===== src/rtl/muldiv_pkg.sv =====
// Shared opcodes, FSM encoding and iteration-count helper for the multi-cycle
// multiply/divide engine.
package muldiv_pkg;

   localparam logic [1:0] OP_MULT  = 2'b00;
   localparam logic [1:0] OP_MULTU = 2'b01;
   localparam logic [1:0] OP_DIV   = 2'b10;
   localparam logic [1:0] OP_DIVU  = 2'b11;

   typedef enum logic [1:0] {
      IDLE = 2'd0,
      CALC = 2'd1,
      DONE = 2'd2
   } state_t;

   function automatic int cycles(input int xlen, input int bpc);
      return xlen / bpc;
   endfunction

endpackage


===== src/rtl/muldiv_sign.sv =====
// Sign handling around the unsigned iteration core: magnitudes on entry,
// negation of product / quotient / remainder on exit.
module muldiv_sign
   import muldiv_pkg::*;
#(
   parameter int XLEN = 32
) (
   input  logic              sgn_entry,
   input  logic [XLEN-1:0]   a,
   input  logic [XLEN-1:0]   b,
   output logic [XLEN-1:0]   mag_a,
   output logic [XLEN-1:0]   mag_b,
   input  logic              is_div,
   input  logic              sign_a,
   input  logic              sign_b,
   input  logic [2*XLEN-1:0] raw,
   output logic [XLEN-1:0]   hi,
   output logic [XLEN-1:0]   lo
);

   logic [2*XLEN-1:0] prod;
   logic [XLEN-1:0]   quo;
   logic [XLEN-1:0]   rem;

   always_comb begin
      mag_a = (sgn_entry && a[XLEN-1]) ? -a : a;
      mag_b = (sgn_entry && b[XLEN-1]) ? -b : b;
      // sign_a/sign_b are already zero for unsigned ops, so no fix-up happens there
      prod  = (sign_a ^ sign_b) ? -raw : raw;
      quo   = (sign_a ^ sign_b) ? -raw[XLEN-1:0] : raw[XLEN-1:0];
      rem   = sign_a ? -raw[2*XLEN-1:XLEN] : raw[2*XLEN-1:XLEN];
      if (is_div) begin
         hi = rem;
         lo = quo;
      end else begin
         hi = prod[2*XLEN-1:XLEN];
         lo = prod[XLEN-1:0];
      end
   end

endmodule


===== src/rtl/muldiv_unit.sv =====
// Multi-cycle MULT/MULTU/DIV/DIVU engine: shift-add multiply and restoring
// divide retiring BPC result bits per cycle, writing HI/LO on completion.
module muldiv_unit
   import muldiv_pkg::*;
#(
   parameter int XLEN = 32,
   parameter int BPC  = 1
) (
   input  logic            clk,
   input  logic            rst,
   input  logic            start_i,
   input  logic [1:0]      op_i,
   input  logic [XLEN-1:0] a_i,
   input  logic [XLEN-1:0] b_i,
   input  logic            cancel_i,
   output logic            busy_o,
   output logic            done_o,
   output logic            whi_o,
   output logic            wlo_o,
   output logic [XLEN-1:0] hi_o,
   output logic [XLEN-1:0] lo_o,
   output logic            div_zero_o
);

   localparam int NCYC = cycles(XLEN, BPC);
   localparam int CW   = (NCYC > 1) ? $clog2(NCYC) : 1;
   localparam logic [CW-1:0] LAST = CW'(NCYC - 1);

   state_t            state, state_next;
   logic [CW-1:0]     cnt;
   logic [2*XLEN-1:0] acc, acc_next;
   logic [XLEN-1:0]   oper;
   logic              is_div, sign_a, sign_b;
   logic [XLEN-1:0]   mag_a, mag_b, res_hi, res_lo;
   logic              signed_in, div_zero_in;
   logic [XLEN:0]     sum;

   assign signed_in   = ~op_i[0];
   assign div_zero_in = op_i[1] && (b_i == '0);
   assign busy_o      = (state != IDLE);
   assign whi_o       = done_o;
   assign wlo_o       = done_o;

   muldiv_sign #(.XLEN(XLEN)) u_sign (
      .sgn_entry (signed_in),
      .a         (a_i),
      .b         (b_i),
      .mag_a     (mag_a),
      .mag_b     (mag_b),
      .is_div    (is_div),
      .sign_a    (sign_a),
      .sign_b    (sign_b),
      .raw       (acc_next),
      .hi        (res_hi),
      .lo        (res_lo)
   );

   always_ff @(posedge clk) begin
      if (!rst) state <= IDLE;
      else      state <= state_next;
   end

   always_comb begin
      state_next = state;
      case (state)
         IDLE: if (start_i) state_next = div_zero_in ? DONE : CALC;
         CALC: begin
            if (cancel_i)         state_next = IDLE;
            else if (cnt == LAST) state_next = DONE;
         end
         DONE:    state_next = IDLE;
         default: state_next = IDLE;
      endcase
   end

   // Multiply keeps {partial product, multiplier}; divide keeps {remainder, dividend/quotient}.
   always_comb begin
      acc_next = acc;
      sum      = '0;
      for (int i = 0; i < BPC; i++) begin
         if (!is_div) begin
            sum      = {1'b0, acc_next[2*XLEN-1:XLEN]} + (acc_next[0] ? {1'b0, oper} : '0);
            acc_next = {sum, acc_next[XLEN-1:1]};
         end else begin
            sum = acc_next[2*XLEN-1:XLEN-1] - {1'b0, oper};
            if (!sum[XLEN]) acc_next = {sum[XLEN-1:0], acc_next[XLEN-2:0], 1'b1};
            else            acc_next = {acc_next[2*XLEN-2:0], 1'b0};
         end
      end
   end

   always_ff @(posedge clk) begin
      if (state == IDLE && start_i) begin
         is_div <= op_i[1];
         sign_a <= signed_in & a_i[XLEN-1];
         sign_b <= signed_in & b_i[XLEN-1];
         oper   <= op_i[1] ? mag_b : mag_a;
         acc    <= {{XLEN{1'b0}}, (op_i[1] ? mag_a : mag_b)};
      end else if (state == CALC) begin
         acc <= acc_next;
      end
   end

   always_ff @(posedge clk) begin
      if (!rst) begin
         cnt        <= '0;
         done_o     <= 1'b0;
         div_zero_o <= 1'b0;
         hi_o       <= '0;
         lo_o       <= '0;
      end else begin
         done_o     <= (state_next == DONE);
         div_zero_o <= (state == IDLE) && start_i && div_zero_in;
         if (state == IDLE) begin
            cnt <= '0;
            if (start_i && div_zero_in) begin
               hi_o <= a_i;
               lo_o <= '1;
            end
         end else if (state == CALC) begin
            cnt <= cnt + 1'b1;
            if (!cancel_i && cnt == LAST) begin
               hi_o <= res_hi;
               lo_o <= res_lo;
            end
         end
      end
   end

endmodule


===== config.mk =====
export PLATFORM = sky130hd
export DESIGN_NAME = muldiv_unit
export DESIGN_NICKNAME = d
export VERILOG_FILES = /design/src/rtl/muldiv_pkg.sv /design/src/rtl/muldiv_sign.sv /design/src/rtl/muldiv_unit.sv
export SDC_FILE = /design/constraint.sdc
export NUM_CORES = 1
export LEC_CHECK = 0
export BUFFER_PORTS_ARGS = -buffer_cell sky130_fd_sc_hd__buf_2
export CAP_MARGIN = 20
export CORE_MARGIN = 1.5
export CORE_UTILIZATION = 62
export DETAILED_ROUTE_END_ITERATION = 6
export HOLD_SLACK_MARGIN = 0.03
export PLACE_DENSITY_LB_ADDON = 0.25
export SYNTH_ARGS = -nofsm -noshare
export SYNTH_HDL_FRONTEND = slang
export SYNTH_SLANG_ARGS = --single-unit

===== constraint.sdc =====
create_clock -name clk -period 6.5 [get_ports clk]
set_clock_uncertainty 0.15 [all_clocks]
set_input_delay 1.625 -clock clk [delete_from_list [all_inputs] [get_ports clk]]
set_output_delay 1.625 -clock clk [all_outputs]
set_load 0.02 [all_outputs]

* After elaboration in Yosys (flattened, before gate mapping)
Index checks and enable logic that the tools add are counted.
** Operators by class
- Add/subtract/negate cells :: 8
- Equality and inequality tests :: 4
- Muxes and demuxes :: 27
- Bitwise operators :: 5
- Reduce and logical (&&, ||, !) cells :: 16
** Operators by type and width (count)
- $mux W32 :: 19
- $mux W64 :: 3
- $neg A32 Y32 :: 4
- $neg A64 Y64 :: 1
- $add A32 B32 Y33 :: 1
- $sub A33 B32 Y33 :: 1
- $logic_not A32 Y1 :: 1
- $mux W2 :: 4
- $reduce_bool A2 Y1 :: 4
- $logic_and A1 B1 Y1 :: 7
- $add A5 B1 Y5 const B :: 1
- $eq A5 B5 Y1 const B :: 1
- $pmux W2 S2 :: 1
- $reduce_and A3 Y1 :: 1
- $and A1 B1 Y1 :: 2
- $eq A2 B1 Y1 const B :: 1
- $eq A2 B2 Y1 const B :: 1
- $logic_not A2 Y1 :: 1
- $ne A2 B1 Y1 const B :: 1
- $not A1 Y1 :: 2
- $reduce_or A2 Y1 :: 1
- $logic_not A1 Y1 :: 1
- $xor A1 B1 Y1 :: 1
** Storage, ports and cells
- Flip-flop bits (word level) :: 172
- Output and inout bits :: 69

* Depth between registers and ports, before layout
Gate-level depths: netlist of run 1.
- Word-level depth :: 9
- Gate-level depth with buffers :: 24
- Mapped depth without buffers :: 23

* Modules after synthesis
A second synthesis of run 1 with hierarchy kept.
** Unflattened totals
- Cell total of the unflattened synthesis :: 1849
- Area total of the unflattened synthesis :: 14954.3 um2
** Modules (own cells, without submodules)
- muldiv_unit :: instances 1, cells an instance 1385, area an instance 11897.7 um2, seq. area each 4113.9 um2
- muldiv_sign :: instances 1, cells an instance 464, area an instance 3056.7 um2, seq. area each 0.0 um2

* Least setup slack after synthesis of run 1
OpenSTA, ideal clock, no wires.
- Path type :: register to register
- Start :: reg acc[31]
- End :: reg hi_o[22]
- Arrival time :: 5193 ps
- Data required time :: 6280 ps
- Path slack :: 1087 ps
- Cell stages (with the launch flop) :: 24
- Path buffers :: 0
- Clock period less this slack :: 5413 ps
- Path through :: edfxtp_1 inv_1 ha_1 fa_1 nand2b_1 a21oi_4 o211ai_2 a21o_4 o221ai_2 nor3_1 nor2_1 ha_1 o2111a_1 or3b_2 nor3_1 and3_1 nor3b_1 nor3_1 nor4b_1 nand2b_1 o31ai_1 xor2_1 o221ai_1 a21boi_1
** On the way
- Cells in the longest elaborated chain, start to end :: 9
- Elaborated cells on any way between the ends :: 11
- Classes of those cells :: add/sub (3); mux (8)
** Ends and longest elaborated chain
- from (decl) :: line muldiv_unit.sv:31 : logic [2*XLEN-1:0] acc, acc_next;
- from (signal assigned) :: line muldiv_unit.sv:98 : acc <= {{XLEN{1'b0}}, (op_i[1] ? mag_a : mag_b)};
- from (signal assigned) :: line muldiv_unit.sv:100 : acc <= acc_next;
- $sub A33 B32 Y33 :: line muldiv_unit.sv:85 : sum = acc_next[2*XLEN-1:XLEN-1] - {1'b0, oper};
- $mux W64 :: line muldiv_unit.sv:86 : if (!sum[XLEN]) acc_next = {sum[XLEN-1:0], acc_next[XLEN-2:0], 1'b1};
- $mux W64 * :: line muldiv_unit.sv:81 : if (!is_div) begin
- $neg A64 Y64 or $neg A32 Y32 (tied branches) :: line muldiv_sign.sv:29, muldiv_sign.sv:31
- $mux W64 or $mux W32 (tied branches) :: line muldiv_sign.sv:29, muldiv_sign.sv:31
- $mux W32 * :: line muldiv_sign.sv:32 : if (is_div) begin
- $mux W32 * :: line muldiv_unit.sv:122 : if (!cancel_i && cnt == LAST) begin
- $mux W32 * :: line muldiv_unit.sv:120 : end else if (state == CALC) begin
- $mux W32 * :: line muldiv_unit.sv:114 : if (state == IDLE) begin
- to (signal assigned) :: line muldiv_unit.sv:117 : hi_o <= a_i;
- to (signal assigned) :: line muldiv_unit.sv:123 : hi_o <= res_hi;
- to (decl) :: line muldiv_unit.sv:20 : output logic [XLEN-1:0] hi_o,
Every way passes the cells marked *; elsewhere a longest branch is shown, timed or not. The select of a mux whose other input is x is not followed.
A chain may end at the register's enable or synchronous reset.

* Final worst setup path of run 1
Ends and elaborated chain as after synthesis.

==> results of run 1 <==
[through the flow]
stage               util (%)  setup TNS (ns)  hold WS [ns]  setup WS, ns  power, uW
floorplan                  -               0         0.322          1.09       2770
global placement        66.9               0         0.273         0.639       3370
detailed placement      66.9               0         0.284         0.509       3390
CTS                     69.5               0         0.297         0.467       4490
global route            69.6        -0.00709         0.312      -0.00709       4760
finish                  69.6               0         0.298         0.472       4580
[critical path: cells and delay by family, from the launching register on]
family / cells / cell delay, ns
AOI/OAI and AO/OA: 8 / 1.74
xor gates and xnor gates: 1 / 0.18
DFF: 1 / 0.41
and+or+nand+nor: 10 / 2.49
buffers and inverters: 1 / 0.09
adders and majority gates: 3 / 0.89
[final timing paths]
path                                  to  slack [ns]  startpoint
worst max-delay path            hi_o[22]        0.47     acc[31]
worst min-delay path            hi_o[16]        0.30    hi_o[16]
worst min register to register  hi_o[16]        0.30    hi_o[16]
worst max register to register  hi_o[22]        0.47     acc[31]
[cell type report]
class	instances	area, sq um	share of cell area (%)
multi-input combinational	1568	10600	62.6
sequential	172	4120	24.3
timing repair buffer	170	933	5.50
clock buffer	17	425	2.51
tap	324	405	2.39
inverter	64	240	1.42
clock inverter	15	221	1.31
antenna	1	2.50	0.0147
[cells in the mapped netlist (8+ instances only)]
cell       instances  area (sq um)
a211oi_1          12          90.1
a21boi_0          18           135
a21o_1            30           225
a21oi_1          146           731
a22o_1            15           131
a31oi_1           26           163
and2_1            46           288
and3_1            22           138
buf_1              9          33.8
buf_2             25           125
clkbuf_1          71           267
dfxtp_1          105          2100
edfxtp_1          67          2010
ha_1              70           876
inv_1             63           236
mux2i_1          105          1050
nand2_1          198           743
nand2b_1          20           125
nand3_1           48           240
nand4_1           20           125
nor2_1           147           552
nor2b_1           13          81.3
nor3_1            48           240
nor3b_1            8          60.1
nor4_1            19           119
o2111ai_1          8          70.1
o211a_1           21           210
o211ai_1          16           120
o21a_1             9          67.6
o21ai_0          119           596
o221a_2           14           158
o221ai_1          29           254
o22ai_1            8          50.1
o31ai_1           21           158
or3_1             17           106
xnor2_1           78           683
xor2_1            73           639
[metal layers]
| layer | part of all wire (%) | track usage, % | wire length (um) |
|---|---|---|---|
| met3 | 12 | 10.6 | 6520 |
| met2 | 44 | 67.8 | 24900 |
| met4 | 5.7 | 22.4 | 3190 |
| met5 | 0.078 | 0 | 44 |
| met1 | 38 | 53.8 | 21600 |
[power groups by stage]
stage / combinational (uW) / clock (uW) / sequential, uW
floorplan: 1460 / 0 / 1310
global placement: 2010 / 0 / 1350
detailed placement: 2030 / 0 / 1350
CTS: 2050 / 1110 / 1330
global route: 2270 / 1140 / 1350
finish: 2130 / 1110 / 1340
[logic make-up (layout without fill, tap and decap cells)]
kind of cell / Yosys count / count (layout) / synth area share, %
xor+xnor: 151 / 151 / 8.55
flops: 172 / 172 / 26.6
compound gates: 588 / 588 / 26.4
buf+inv: 180 / 266 / 4.92
simple gates: 649 / 649 / 20.6
fa+ha+maj: 72 / 72 / 5.92
mux: 108 / 108 / 7.01
other cells: 0 / 1 / 0
[registers in the layout, indices dropped and copies added (netlist names)]
signal      flops
sign_b          1
state           2
div_zero_o      1
cnt             5
hi_o           32
done_o          1
acc            64
sign_a          1
is_div          1
oper           32
lo_o           32
==> impl_metrics.json, run 1 <==
{
  "combPwrFrac_pct": 46.5,
  "wl_per_cell_um": 24.1,
  "die_w_um": 161,
  "cap_violations": 0,
  "grt_pass1_vias": 15242,
  "maxSlewHeadroom_pct": 29.8,
  "clockPowerShare_pct": 24.3,
  "startpoint_type": "flop",
  "cts_tree": "done",
  "cp_max_fo": 7,
  "dp.cells": 2298,
  "syn_inst": 1920,
  "post_dp_cell_area_sq_mm": 0.0163,
  "reg2reg_depth": 23,
  "hpwl_um": 42900,
  "ios": 139,
  "overflow": 0,
  "avgSynthCellArea_sq_um": 8.06,
  "power_density_mw_per_mm2": 270,
  "layout-drive-gt1-share_pct": 13.6,
  "fin_crit_ns": 6.03,
  "insertion_delay_ns": 0.44,
  "clockBufferDepth": 2,
  "via_per_inst": 6.96,
  "fin_cells": 2331,
  "nNetsFinal": 2135,
  "seq_power_share_pct": 29.2,
  "route.vias.total": 16234,
  "rows": 57,
  "cts_sinks": 172,
  "synth_edf_count": 67,
  "finalHoldViolations": 0,
  "crit_arrival_ns": 6.25,
  "swShare_pct": 44.8,
  "intPower_uw": 2530,
  "antenna_found_initial": 4,
  "grt_pass1_wl_um": 85600,
  "peakVddDrop_mv": 0.186,
  "die-area_sq_mm": 0.0259,
  "slew_violations": 0,
  "wl_um": 56200,
  "status": "finished, final reports clean",
  "worst-setup-path-type": "reg -> reg",
  "yosysUniqueCellTypes": 102,
  "first_pass_iters": 6,
  "cts-htree-levels": 4,
  "fmax_mhz": 166,
  "required_ns": 6.72,
  "ys_seq_area_share_pct": 26.6,
  "synth_nets": 2062,
  "cp-end-kind": "flop",
  "gp_congestion": 1.05,
  "postCtsSetupBuffers": 0,
  "p_leak_uw": 0.00728,
  "layout-area-overhead-vs-synth_pct": 9.65,
  "coreArea_sq_mm": 0.0244,
  "grt_usage_pct": 42.7,
  "post-route-period-util_pct": 92.7,
  "final_common_cell": "nand2_1",
  "start_util_pct": 63.4,
  "cpMaxStageDelayCell": "or3b_2",
  "port_buffers": 138,
  "hold_depth": 2,
  "crit_chain": "inv_1 -> ha_1 -> fa_1 -> nand2b_1 -> a21oi_4 -> o211ai_2 -> a21o_4 -> o221ai_2 -> nor3_1 -> nor2_2 -> ha_1 -> o2111a_1 -> or3b_2 -> nor3_2 -> and3_1 -> nor3b_1 -> nor3_1 -> nor4b_1 -> nand2b_1 -> o31ai_1 -> xor2_1 -> o221ai_1 -> a21boi_1",
  "setup-violations-final": 0,
  "hold_path.class": "reg -> reg",
  "die_height_um": 161,
  "layout_common_cells": "nand2_1 (197), a21oi_1 (146), nor2_1 (143)",
  "synth_ff_type": "dfxtp_1",
  "cts_root_buf": "clkbuf_16",
  "yosysWarningCount": 0,
  "numCtsBuffers": 17,
  "drc": 0,
  "drt_iter0_markers": 1760,
  "ys_ff_latch": 172,
  "grt_max_degree": 68,
  "clk_pin_slew_ns": 0.08,
  "final_area_sq_mm": 0.0170,
  "netlist_area_sq_mm": 0.0155,
  "p_switching_uw": 2050,
  "async_reset_ff_share_pct": 0,
  "holdBufCountCts": 0,
  "drtAntennaViolNets": 0,
  "nFillCells": 2081,
  "worstMarginPinSlew_ns": 1.05,
  "max_stage_delay_ns": 0.56,
  "cts_resized": 0
}
No activity file was read; power rests on OpenSTA's default activity.
==> run 2, diff against run 1 <==
--- a/config.mk
+++ b/config.mk
@@ -7,11 +7,14 @@
 export LEC_CHECK = 0
 export BUFFER_PORTS_ARGS = -buffer_cell sky130_fd_sc_hd__buf_2
 export CAP_MARGIN = 20
+export CELL_PAD_IN_SITES_DETAIL_PLACEMENT = 0
+export CELL_PAD_IN_SITES_GLOBAL_PLACEMENT = 1
 export CORE_MARGIN = 1.5
-export CORE_UTILIZATION = 62
+export CORE_UTILIZATION = 46
 export DETAILED_ROUTE_END_ITERATION = 6
 export HOLD_SLACK_MARGIN = 0.03
-export PLACE_DENSITY_LB_ADDON = 0.25
+export PLACE_DENSITY_LB_ADDON = 0.3
+export REMOVE_ABC_BUFFERS = 1
 export SYNTH_ARGS = -nofsm -noshare
 export SYNTH_HDL_FRONTEND = slang
 export SYNTH_SLANG_ARGS = --single-unit
==> run 2 against run 1 <==
Compared with the run above: sequential cell count unchanged; global-route usage down 11 points; register-to-register slack got worse by 0.02 ns; critical path type unchanged; die area increased by 34%; final area increased by 0.83%; sequential share of layout area decreased by 0.20 points; combinational power shrank 2%; sequential power about the same.
==> impl_metrics.json, run 2 (synthesis results as in run 1) <==
{
  "status": "finished, final reports clean",
  "insertion_delay_ns": 0.45,
  "wl_per_cell_um": 23.1,
  "reg2reg_to": "hi_o[24]",
  "r2r_start": "acc[31]",
  "maxSlewHeadroom_pct": 24.6,
  "grt_usage_pct": 31.7,
  "clk_pin_slew_ns": 0.07,
  "grt_pass1_vias": 14660,
  "max_stage_delay_ns": 0.52,
  "antenna_found_initial": 4,
  "via_per_inst": 6.30,
  "start_util_pct": 47.2,
  "final_common_cell": "nand2_1",
  "rows": 66,
  "largest-register": "acc",
  "drt_iter0_markers": 1502,
  "die_height_um": 186,
  "crit_arrival_ns": 6.24,
  "post-route-period-util_pct": 93.0,
  "peakVddDrop_mv": 0.139,
  "cp-end-kind": "flop",
  "cp_max_fo": 7,
  "power_density_mw_per_mm2": 264,
  "setup-violations-final": 0,
  "cts_resized": 0,
  "reg2reg_depth": 22,
  "hold_path.class": "reg -> reg",
  "p_leak_uw": 0.00729,
  "startpoint_type": "flop",
  "cts_root_buf": "clkbuf_16",
  "layout-area-overhead-vs-synth_pct": 10.6,
  "overflow": 0,
  "cts_sinks": 172,
  "crit_top_cell": "nor2_1",
  "drtAntennaViolNets": 0,
  "cp_num_buf_inv": 1,
  "grt_pass1_wl_um": 85900,
  "fin_crit_ns": 6.05,
  "clockBufferDepth": 2,
  "first_pass_iters": 7,
  "cpMaxStageDelayCell": "or3b_2",
  "required_ns": 6.69,
  "crit_family": "simple AND/OR/NAND/NOR gates",
  "coreArea_sq_mm": 0.0328,
  "drc": 0,
  "numCtsBuffers": 17,
  "hold_depth": 2,
  "hpwl_um": 43600,
  "die_w_um": 186,
  "cts-htree-levels": 4,
  "gp_congestion": 0.995,
  "nNetsFinal": 2142,
  "cap_violations": 0,
  "cts_tree": "done",
  "fmax_mhz": 165,
  "port_buffers": 138,
  "r2r_slack_ns": 0.45,
  "die-area_sq_mm": 0.0348,
  "ios": 139,
  "worst-setup-path-type": "reg -> reg",
  "holdBufCountCts": 0,
  "hold_start": "hi_o[1]",
  "layout_common_cells": "nand2_1 (197), a21oi_1 (146), nor2_1 (144)",
  "slew_violations": 0,
  "finish.utilization_pct": 52.2,
  "worstMarginPinSlew_ns": 1.13,
  "postCtsSetupBuffers": 0,
  "hold_path_end": "hi_o[1]",
  "rsz0062_at_grt": "no",
  "route.vias.total": 15489,
  "largest_register_ffs": 64,
  "wl_um": 56600,
  "hold_ws_ns": 0.292,
  "layout-drive-gt1-share_pct": 13.6,
  "crit_chain": "inv_1 -> ha_1 -> fa_1 -> nand2b_1 -> a21oi_4 -> o211ai_2 -> a21o_4 -> o221ai_2 -> nor3_1 -> nor2_1 -> ha_1 -> o2111a_1 -> or3b_2 -> nor2_1 -> nand3_1 -> nor2_1 -> nor2_1 -> or4_4 -> o31ai_2 -> xor2_1 -> o221ai_1 -> nand2_1",
  "finalHoldViolations": 0,
  "grt_max_degree": 66
}
## run 2: worst max-delay path by stage
| stage | slack (ns) | depth (start not counted) | start | end |
|---|---|---|---|---|
| 3_5_place_dp | 0.59 | 22 | acc[31] | hi_o[24] |
| 3_3_place_gp | 0.72 | 22 | acc[31] | hi_o[24] |
| 4_1_cts | 0.56 | 22 | acc[31] | hi_o[24] |
| 5_1_grt | 0.14 | 23 | acc[31] | hi_o[22] |
| 6_report | 0.45 | 22 | acc[31] | hi_o[24] |
| 2_1_floorplan | -0.68 | 16 | is_div | hi_o[30] |
## run 2: worst register-to-register path: cells and delay by family, from the launching register on
kind / cells / cell delay [ns]
and+or+nand+nor: 10 / 2.71
AOI/OAI and AO/OA: 7 / 1.63
adders and majority gates: 3 / 0.88
DFF: 1 / 0.40
xor gates and xnor gates: 1 / 0.12
buffers and inverters: 1 / 0.08
## run 2: layout make-up
cell class / instances / area (sq um)
Clock inverter: 12 / 146
Timing Repair Buffer: 177 / 986
Fill cell: 3245 / 15700
Clock buffer: 20 / 447
Sequential cell: 172 / 4120
Tap cell: 442 / 553
Multi-Input combinational cell: 1568 / 10600
Antenna cell: 2 / 5.00
Inverter: 64 / 240
## run 2: power breakdown
part	total (uW)	leakage (uW)	switching [uW]	internal, uW
Combinational	2080	0.00551	1340	738
Clock	1100	0.000286	483	614
Sequential	1330	0.00150	105	1230
Total	4510	0.00729	1930	2580
## run 2: routing by layer
| layer | GRT usage [%] | vias to the layer above | routed length [um] |
|---|---|---|---|
| met1 | 42.9 | 7400 | 24400 |
| met5 | 0 | - | 0 |
| li1 | - | 7284 | - |
| met2 | 51.3 | 699 | 25600 |
| met4 | 12.4 | 0 | 2050 |
| met3 | 4.14 | 106 | 4580 |
## run 2: metrics by stage
stage          setup TNS, ns  power, uW  cell area [sq um]  instances  worst slack (ns)
2_1_floorplan         -22.18       2720              15000       1804            -0.679
4_1_cts                    0       4460              17100       2455             0.560
3_3_place_gp               0       3360              16500       2423             0.716
3_5_place_dp               0       3370              16500       2423             0.589
5_1_grt                    0       4730              17100       2455             0.142
6_report                   0       4510              17100       2457             0.452
